<file path="config.mk">
export PLATFORM = sky130hd
export DESIGN_NAME = instr_fetch
export DESIGN_NICKNAME = d
export VERILOG_FILES = /design/src/rtl/instr_fetch_pkg.sv /design/src/rtl/instr_fetch_next_pc.sv /design/src/rtl/instr_fetch.sv
export SDC_FILE = /design/constraint.sdc
export NUM_CORES = 1
export LEC_CHECK = 0
export CAP_MARGIN = 20
export CELL_PAD_IN_SITES_DETAIL_PLACEMENT = 0
export CELL_PAD_IN_SITES_GLOBAL_PLACEMENT = 2
export CORE_UTILIZATION = 27
export CTS_CLUSTER_SIZE = 10
export DETAILED_ROUTE_END_ITERATION = 10
export HOLD_SLACK_MARGIN = 0.03
export PLACE_DENSITY = 0.86
export SYNTH_ARGS = -nofsm -noshare
export SYNTH_HDL_FRONTEND = slang
export SYNTH_SLANG_ARGS = --single-unit
</file>
<file path="constraint.sdc">
create_clock -name clk -period 10.1 [get_ports clk]
set_clock_uncertainty 0.05 [all_clocks]
set_input_delay 2.02 -clock clk [delete_from_list [all_inputs] [get_ports clk]]
set_output_delay 2.02 -clock clk [all_outputs]
set_load 0.03 [all_outputs]
</file>
<file path="src/rtl/instr_fetch_pkg.sv">
// Shared constants and state encoding for the instruction fetch unit.
package instr_fetch_pkg;

  localparam logic [31:0] FETCH_RESET_PC = 32'h0000_0000;

  typedef enum logic [1:0] {
    FETCH_S_IDLE = 2'd0,
    FETCH_S_REQ  = 2'd1,
    FETCH_S_WAIT = 2'd2,
    FETCH_S_HOLD = 2'd3
  } fetch_state_e;

endpackage

</file>
<file path="src/rtl/instr_fetch_next_pc.sv">
// Combinational next-PC selection: register jump, direct jump, taken branch, or fall-through.
module next_pc (
  input  logic [31:0] pc_plus4_i,
  input  logic        is_jump_i,
  input  logic        is_branch_i,
  input  logic        jump_reg_i,
  input  logic        branch_taken_i,
  input  logic [15:0] imm16_i,
  input  logic [25:0] addr26_i,
  input  logic [31:0] reg_target_i,
  output logic [31:0] target_o,
  output logic        misalign_o
);

  logic [31:0] branch_off;

  assign branch_off = {{14{imm16_i[15]}}, imm16_i, 2'b00};

  always_comb begin
    target_o   = pc_plus4_i;
    misalign_o = 1'b0;
    if (is_jump_i && jump_reg_i) begin
      // Low bits are dropped from the fetch address but still reported.
      target_o   = {reg_target_i[31:2], 2'b00};
      misalign_o = (reg_target_i[1:0] != 2'b00);
    end else if (is_jump_i) begin
      target_o = {pc_plus4_i[31:28], addr26_i, 2'b00};
    end else if (is_branch_i && branch_taken_i) begin
      target_o = pc_plus4_i + branch_off;
    end
  end

endmodule

</file>
<file path="src/rtl/instr_fetch.sv">
// Instruction fetch unit: holds the PC, fetches over valid/ready and presents words to the decoder.
module instr_fetch
  import instr_fetch_pkg::*;
#(
  parameter logic [31:0] RESET_PC = FETCH_RESET_PC
) (
  input  logic        clk,
  input  logic        rst_n,
  output logic        imem_req_valid,
  input  logic        imem_req_ready,
  output logic [31:0] imem_addr,
  input  logic        imem_resp_valid,
  input  logic [31:0] imem_rdata,
  output logic [31:0] instr,
  output logic        instr_valid,
  input  logic        instr_ack,
  output logic [31:0] pc,
  output logic [31:0] pc_plus4,
  input  logic        is_jump,
  input  logic        is_branch,
  input  logic        jump_reg,
  input  logic        branch_taken,
  input  logic [15:0] imm16,
  input  logic [25:0] addr26,
  input  logic [31:0] reg_target,
  output logic        misalign
);

  fetch_state_e state_q, state_d;
  logic [31:0]  pc_q, pc_d;
  logic [31:0]  instr_q, instr_d;
  logic         misalign_q, misalign_d;
  logic [31:0]  target;
  logic         target_misalign;

  next_pc u_next_pc (
    .pc_plus4_i     (pc_plus4),
    .is_jump_i      (is_jump),
    .is_branch_i    (is_branch),
    .jump_reg_i     (jump_reg),
    .branch_taken_i (branch_taken),
    .imm16_i        (imm16),
    .addr26_i       (addr26),
    .reg_target_i   (reg_target),
    .target_o       (target),
    .misalign_o     (target_misalign)
  );

  always_ff @(posedge clk or negedge rst_n) begin
    if (!rst_n) begin
      state_q    <= FETCH_S_IDLE;
      pc_q       <= RESET_PC;
      instr_q    <= 32'h0;
      misalign_q <= 1'b0;
    end else begin
      state_q    <= state_d;
      pc_q       <= pc_d;
      instr_q    <= instr_d;
      misalign_q <= misalign_d;
    end
  end

  // Responses and acks are only honoured in WAIT and HOLD respectively.
  always_comb begin
    state_d    = state_q;
    pc_d       = pc_q;
    instr_d    = instr_q;
    misalign_d = misalign_q;
    case (state_q)
      FETCH_S_IDLE: state_d = FETCH_S_REQ;
      FETCH_S_REQ: begin
        if (imem_req_ready) state_d = FETCH_S_WAIT;
      end
      FETCH_S_WAIT: begin
        if (imem_resp_valid) begin
          instr_d = imem_rdata;
          state_d = FETCH_S_HOLD;
        end
      end
      FETCH_S_HOLD: begin
        if (instr_ack) begin
          pc_d       = target;
          misalign_d = misalign_q | target_misalign;
          state_d    = FETCH_S_REQ;
        end
      end
      default: state_d = FETCH_S_IDLE;
    endcase
  end

  assign imem_req_valid = (state_q == FETCH_S_REQ);
  assign imem_addr      = pc_q;
  assign instr          = instr_q;
  assign instr_valid    = (state_q == FETCH_S_HOLD);
  assign pc             = pc_q;
  assign pc_plus4       = pc_q + 32'd4;
  assign misalign       = misalign_q;

endmodule

</file>
==> metrics.txt, run 1 <==
# Post-CTS Setup Buffers 0; # setup viols final 0; Critical Path Source Type register; pre-CTS setup slack 4760 ps; vias per cell approximately 5.3; Hold Buf Count CTS 0; switching power of the nets 1.54 mW; Comb pwr share 70.0%; final cell count without fillers 1184; core area about 22000 µm²; initial core utilization 27.7%; Die Y approximately 150 µm; fraction of layout cells with a size suffix above 1 roughly a tenth; H-tree depth 3; Final GP Congestion around 0.82; failing checks design-rule violations; Max Fanout on Critical Path 8; synthesis-to-finish area growth 44.0%; die area roughly 23000 µm²; relative slew slack roughly 37%; Netlist Area Pre-Place 6080 µm²; fin worst setup slack ~4600 ps; Placed Cells between 1000 and 1500; top-area cell type share of the netlist area 26.7%; num rows 54; Fillers ~2200; Int Pwr 1.47 mW; routed wire length between 20000 and 25000 µm; Mapped Cells 701; CTS-repair resized insts 0; GR Layer Usage met1 a little over a quarter; outcome finished with violations; ys flop type dfrtp_1; GRT Overall Usage 20.3%; Lkg Pwr about 3.6 nW; CTS tree built; Least-Margin Pin Slew approximately 950 ps; DR DRC count 40; DR iter-0 viols around 390; Max-Cap Viols 0; Final nets approximately 1100; CTS root buf clkbuf_16; setup TNS 0 ps; most frequent cells after synthesis nand2_1, dfrtp_1, a21oi_1; # diodes 0; clock share of power between 10% and 20%; clock sinks 65; largest net degree at the start of global routing 66; Async SR Flop Fraction 100%; RSZ-0062 raised after global routing no; number of synthesized flops with an enable pin 0; critical path class register to output port; syn avg cell area 8.68 µm²; DRT antenna net count 0; Final min period ~5500 ps; CP arrival around 3400 ps; GR Util met3 a little under 5%; total grt overflow 0; WL per Instance around 20 µm; Ports about 250; GRT busiest layer met2; most numerous cell in the Yosys netlist nand2_1; register bit count reported by yosys 65; largest cells by area after synthesis dfrtp_1, ha_1, mux2_2; routed via count 6225; hold_ws 412 ps; later-pin clock latency in the skew report between 300 and 400 ps; Cell variety after synth 76; CTS Buffer Depth 2; Hold Crit Class register to register; fraction of power consumed by sequential logic 18.5%; P per Cell Area 344 nW/µm²; final worst-path cycle share between 50% and 60%; HPWL Detailed roughly 18000 µm; Peak Freq between 150 and 200 MHz; share of the yosys chip area belonging to registers 26.7%; Yosys top cell by area dfrtp_1; DR pass1 iterations 7; met2 usage 33.6%; Critical Path RT approximately 8000 ps; final core utilization 39.9%; final slew viol count 0; Port Buffer Count about 240; Hold Vio Cnt, Final 0; VDD IR-drop max approximately 220 µV; antenna violations before repair 0; Synth warnings 0; Switching Share 51.2%; vias in the first global route approximately 6200; first-pass GRT wire length around 36000 µm; Setup crit end kind output port; chip width about 150 µm; clk slew on worst S/H paths ~60 ps; cts bufs inserted 9
==> layout by cell type, fill, tap and decap left out, types with 10 or more instances in the layout <==
cell	synthesis	routed
a21oi_1	53	53
a31oi_1	10	10
ha_1	40	40
clkdlybuf4s50_1	0	238
nand3_1	22	22
xnor2_1	28	28
a211oi_1	14	14
nand2_1	76	76
inv_1	17	17
dfrtp_1	65	65
xor2_1	16	16
nor3_1	11	11
mux2i_1	16	16
nand4_1	12	12
nor2_1	38	38
mux2_2	39	39
a21o_1	13	13
o21ai_0	40	40
==> logic make-up (layout without fill, tap and decap cells) <==
| family | after synthesis | in the layout | share of synthesized area, % |
|---|---|---|---|
| simple gates | 209 | 209 | 17.1 |
| compound gates | 204 | 204 | 22.6 |
| buf+inv | 82 | 280 | 8.68 |
| flops | 65 | 65 | 26.7 |
| mux | 55 | 55 | 9.85 |
| xor+xnor | 44 | 44 | 6.34 |
| fa+ha+maj | 41 | 41 | 8.56 |
| other cells | 1 | 6 | 0.0617 |
==> sequential cells by signal, summed over array words and instances (netlist names) <==
signal	count
imem_addr	30
misalign	1
state_q	2
instr	32
==> layer usage <==
metal	vias up	share of wire, %
met5	-	0
met4	0	1.5
met3	20	7.4
met2	276	46
met1	2962	45
li1	2967	-
==> worst paths after layout <==
kind | startpoint | to | slack [ps] | cells past startpoint
worst max-delay path | imem_addr[2]$_DFFE_PN0P_ | pc_plus4[26] | 4600 | 7
worst min-delay path | misalign$_DFFE_PN0P_ | misalign$_DFFE_PN0P_ | 410 | 1
worst max register to register | imem_addr[2]$_DFFE_PN0P_ | imem_addr[31]$_DFFE_PN0P_ | 5690 | 14
worst min register to register | misalign$_DFFE_PN0P_ | misalign$_DFFE_PN0P_ | 410 | 1
max in group asynchronous | rst_n | imem_addr[4]$_DFFE_PN0P_ | 7580 | 2
min in group asynchronous | rst_n | instr[27]$_DFFE_PN0P_ | 1840 | 2
==> critical path: stages, from the launching register on <==
cell             delay (ps)
dfrtp_1                 530
ha_1                    300
nand2_1                 180
nor3_2                  470
and2_1                  290
nand3_1                 110
xnor2_1                 440
clkdlybuf4s50_1         770
==> final cells by class <==
cell class	count	area, µm²	area share, %
Clock buffer	9	225	2.57
Clock inverter	7	100	1.14
Multi-Input combinational cell	559	3950	45.1
Timing Repair Buffer	247	2450	27.9
Tap cell	280	350	4.00
Sequential cell	65	1630	18.6
Inverter	17	63.8	0.728
==> stage by stage <==
stage / instance area [µm²] / power, mW
finish: 8760 / 3.01
global route: 8760 / 3.19
CTS: 8760 / 3.02
detailed placement: 8430 / 2.66
global placement: 8430 / 2.66
floorplan: 6100 / 1.93
==> power groups by stage <==
stage,Clock (mW),Sequential [mW],Combinational [mW]
2_1_floorplan,0,0.761,1.17
3_5_place_dp,0,0.560,2.10
6_report,0.349,0.556,2.11
5_1_grt,0.370,0.583,2.24
4_1_cts,0.357,0.557,2.11
3_3_place_gp,0,0.557,2.10
No activity file was read; power rests on OpenSTA's default activity.
==> inputs of run 2 (changes only) <==
- CORE_UTILIZATION: 27 -> 22
- PLACE_DENSITY: 0.86 -> 0.75
- clock period: 10.1 -> 4.4 ns (I/O delays scaled with it)
==> run 2 against run 1 <==
Against the previous run:
- final area grew 2.2%
- sequential power rose by 130%
- sequential share of layout area shrank 0.40 points
- critical path depth rose by 7
- the run now ends clean
- clock-buffer cell count is the same
- sequential cell count stayed put
- die area increased by 22%
==> metrics.txt, run 2 (same netlist as run 1, synthesis figures left out) <==
outcome finished, final reports clean; die area between 20000 and 30000 µm²; # setup viols final 0; slowest CP cell dfrtp_1; P per Cell Area 781 nW/µm²; chip width about 170 µm; Hold Crit Class register to register; Ports approximately 250; final worst-path cycle share between 90% and 100%; synthesis-to-finish area growth 47.2%; setup TNS 0 ps; cts bufs inserted 9; Hold Buf Count CTS 0; Switching Share roughly half; Final GP Congestion approximately 0.91; fraction of power consumed by sequential logic between 10% and 20%; Placed Cells around 1200; total grt overflow 0; largest net degree at the start of global routing between 40 and 50; Peak Freq between 200 and 250 MHz; commonest non-fill, non-tap cell in the layout clkdlybuf4s50_1; CP arrival 4280 ps; first-pass GRT wire length roughly 37000 µm; final cell count without fillers roughly 1300; relative slew slack 55.6%; Worst path top cell family by delay simple AND/OR/NAND/NOR gates; Max Fanout on Critical Path 8; max FFs per register 32; Int Pwr between 3 and 4 mW; Final nets around 1100; clock sinks 65; Critical Path RT 4560 ps; final core utilization about 33%; initial core utilization a little under a quarter; Slowest Stage Delay on Critical Path around 520 ps; clock share of power between 10% and 20%; Port Buffer Count 239; DR pass1 iterations 5; antenna violations before repair 0; VDD IR-drop max approximately 330 µV; vias per cell 4.96; CTS tree built; RSZ-0062 raised after global routing no; worst reg2reg setup slack 280 ps; switching power of the nets ~3.6 mW; CTS-repair resized insts 0; Comb pwr share 71.0%; fraction of layout cells with a size suffix above 1 between 10% and 20%; routed via count approximately 6300; DR iter-0 viols ~380; # diodes 0; Critical Path Source Type register; worst path bufs/invs 1; GRT Overall Usage 17.4%; CTS Buffer Depth 2; DR DRC count 0; core area 27000 µm²; Lkg Pwr approximately 3.7 nW; CTS root buf clkbuf_16; WL per Instance 20.1 µm; Hold Vio Cnt, Final 0; vias in the first global route between 6000 and 7000; num rows 60; # Post-CTS Setup Buffers 0; CP cell instances ha_1, nand2_1, nor3_1, and3_1, xor2_1, ha_1, nand3_1, nor2_1, o21ai_0, buf_4, a21oi_1, o22ai_1, xor2_1, a32oi_1; H-tree depth 3; Max-Cap Viols 0; routed wire length approximately 25000 µm; critical path class register to register; DRT antenna net count 0; most frequent cells in the layout clkdlybuf4s50_1, nand2_1, dfrtp_1; Least-Margin Pin Slew 666 ps; final slew viol count 0; HPWL Detailed between 20000 and 25000 µm; clk slew on worst S/H paths 60 ps; Fillers roughly 2800; later-pin clock latency in the skew report 340 ps; Final min period a little over 4000 ps; Die Y roughly 170 µm; Setup crit end kind register
## run 2: cell count changes in the layout (fill, tap and decap cells not counted)
cell	delta
a211oi_1	-1
a211oi_2	+1
buf_4	+17
bufinv_16	-1
clkinv_4	+1
clkinvlp_4	+1
inv_6	-1
nor3_2	-1
nor3_4	+1
## run 2: cell type report
cell class                 instances  area (µm²)  area share (%)
timing repair buffer             264        2570            28.8
clock inverter                     7        77.6           0.867
sequential                        65        1630            18.2
clock buffer                       9         225            2.52
inverter                          17        63.8           0.713
tap                              341         427            4.77
multi-input combinational        559        3960            44.2
## run 2: path summary, 6_finish.rpt
path,startpoint,end,cells after the start
hold reg to reg,misalign$_DFFE_PN0P_,misalign$_DFFE_PN0P_,1
setup / recovery,imem_addr[3]$_DFFE_PN0P_,imem_addr[27]$_DFFE_PN0P_,14
min in group asynchronous,rst_n,instr[23]$_DFFE_PN0P_,1
setup reg to reg,imem_addr[3]$_DFFE_PN0P_,imem_addr[27]$_DFFE_PN0P_,14
max in group asynchronous,rst_n,instr[11]$_DFFE_PN0P_,2
hold / removal,misalign$_DFFE_PN0P_,misalign$_DFFE_PN0P_,1
## run 2: per-layer routing
layer  global-route usage (%)  wire (µm)  vias to the layer above
met3                     4.75       1940                       21
met1                     22.4      11300                     2963
met2                     28.9      11800                      271
met5                        0          0                        -
li1                         -          -                     3006
met4                     3.83        336                        0
## run 2: stage by stage
step                      power, mW  instance area (µm²)  setup slack, ps  hold WS, ps
after floorplan                4.42                 6100              278          510
after global placement         6.27                 8640              260          399
after detailed placement       6.25                 8640              232          401
after CTS                      7.04                 8940              206          421
after global routing           7.42                 8950             3.16          432
final                          6.99                 8950              277          418
## run 2: power groups by stage
stage	Clock, mW	Combinational, mW	Sequential (mW)
floorplan	0	2.68	1.75
global placement	0	5.00	1.27
detailed placement	0	4.96	1.28
CTS	0.778	4.99	1.27
global route	0.800	5.30	1.32
finish	0.753	4.97	1.27
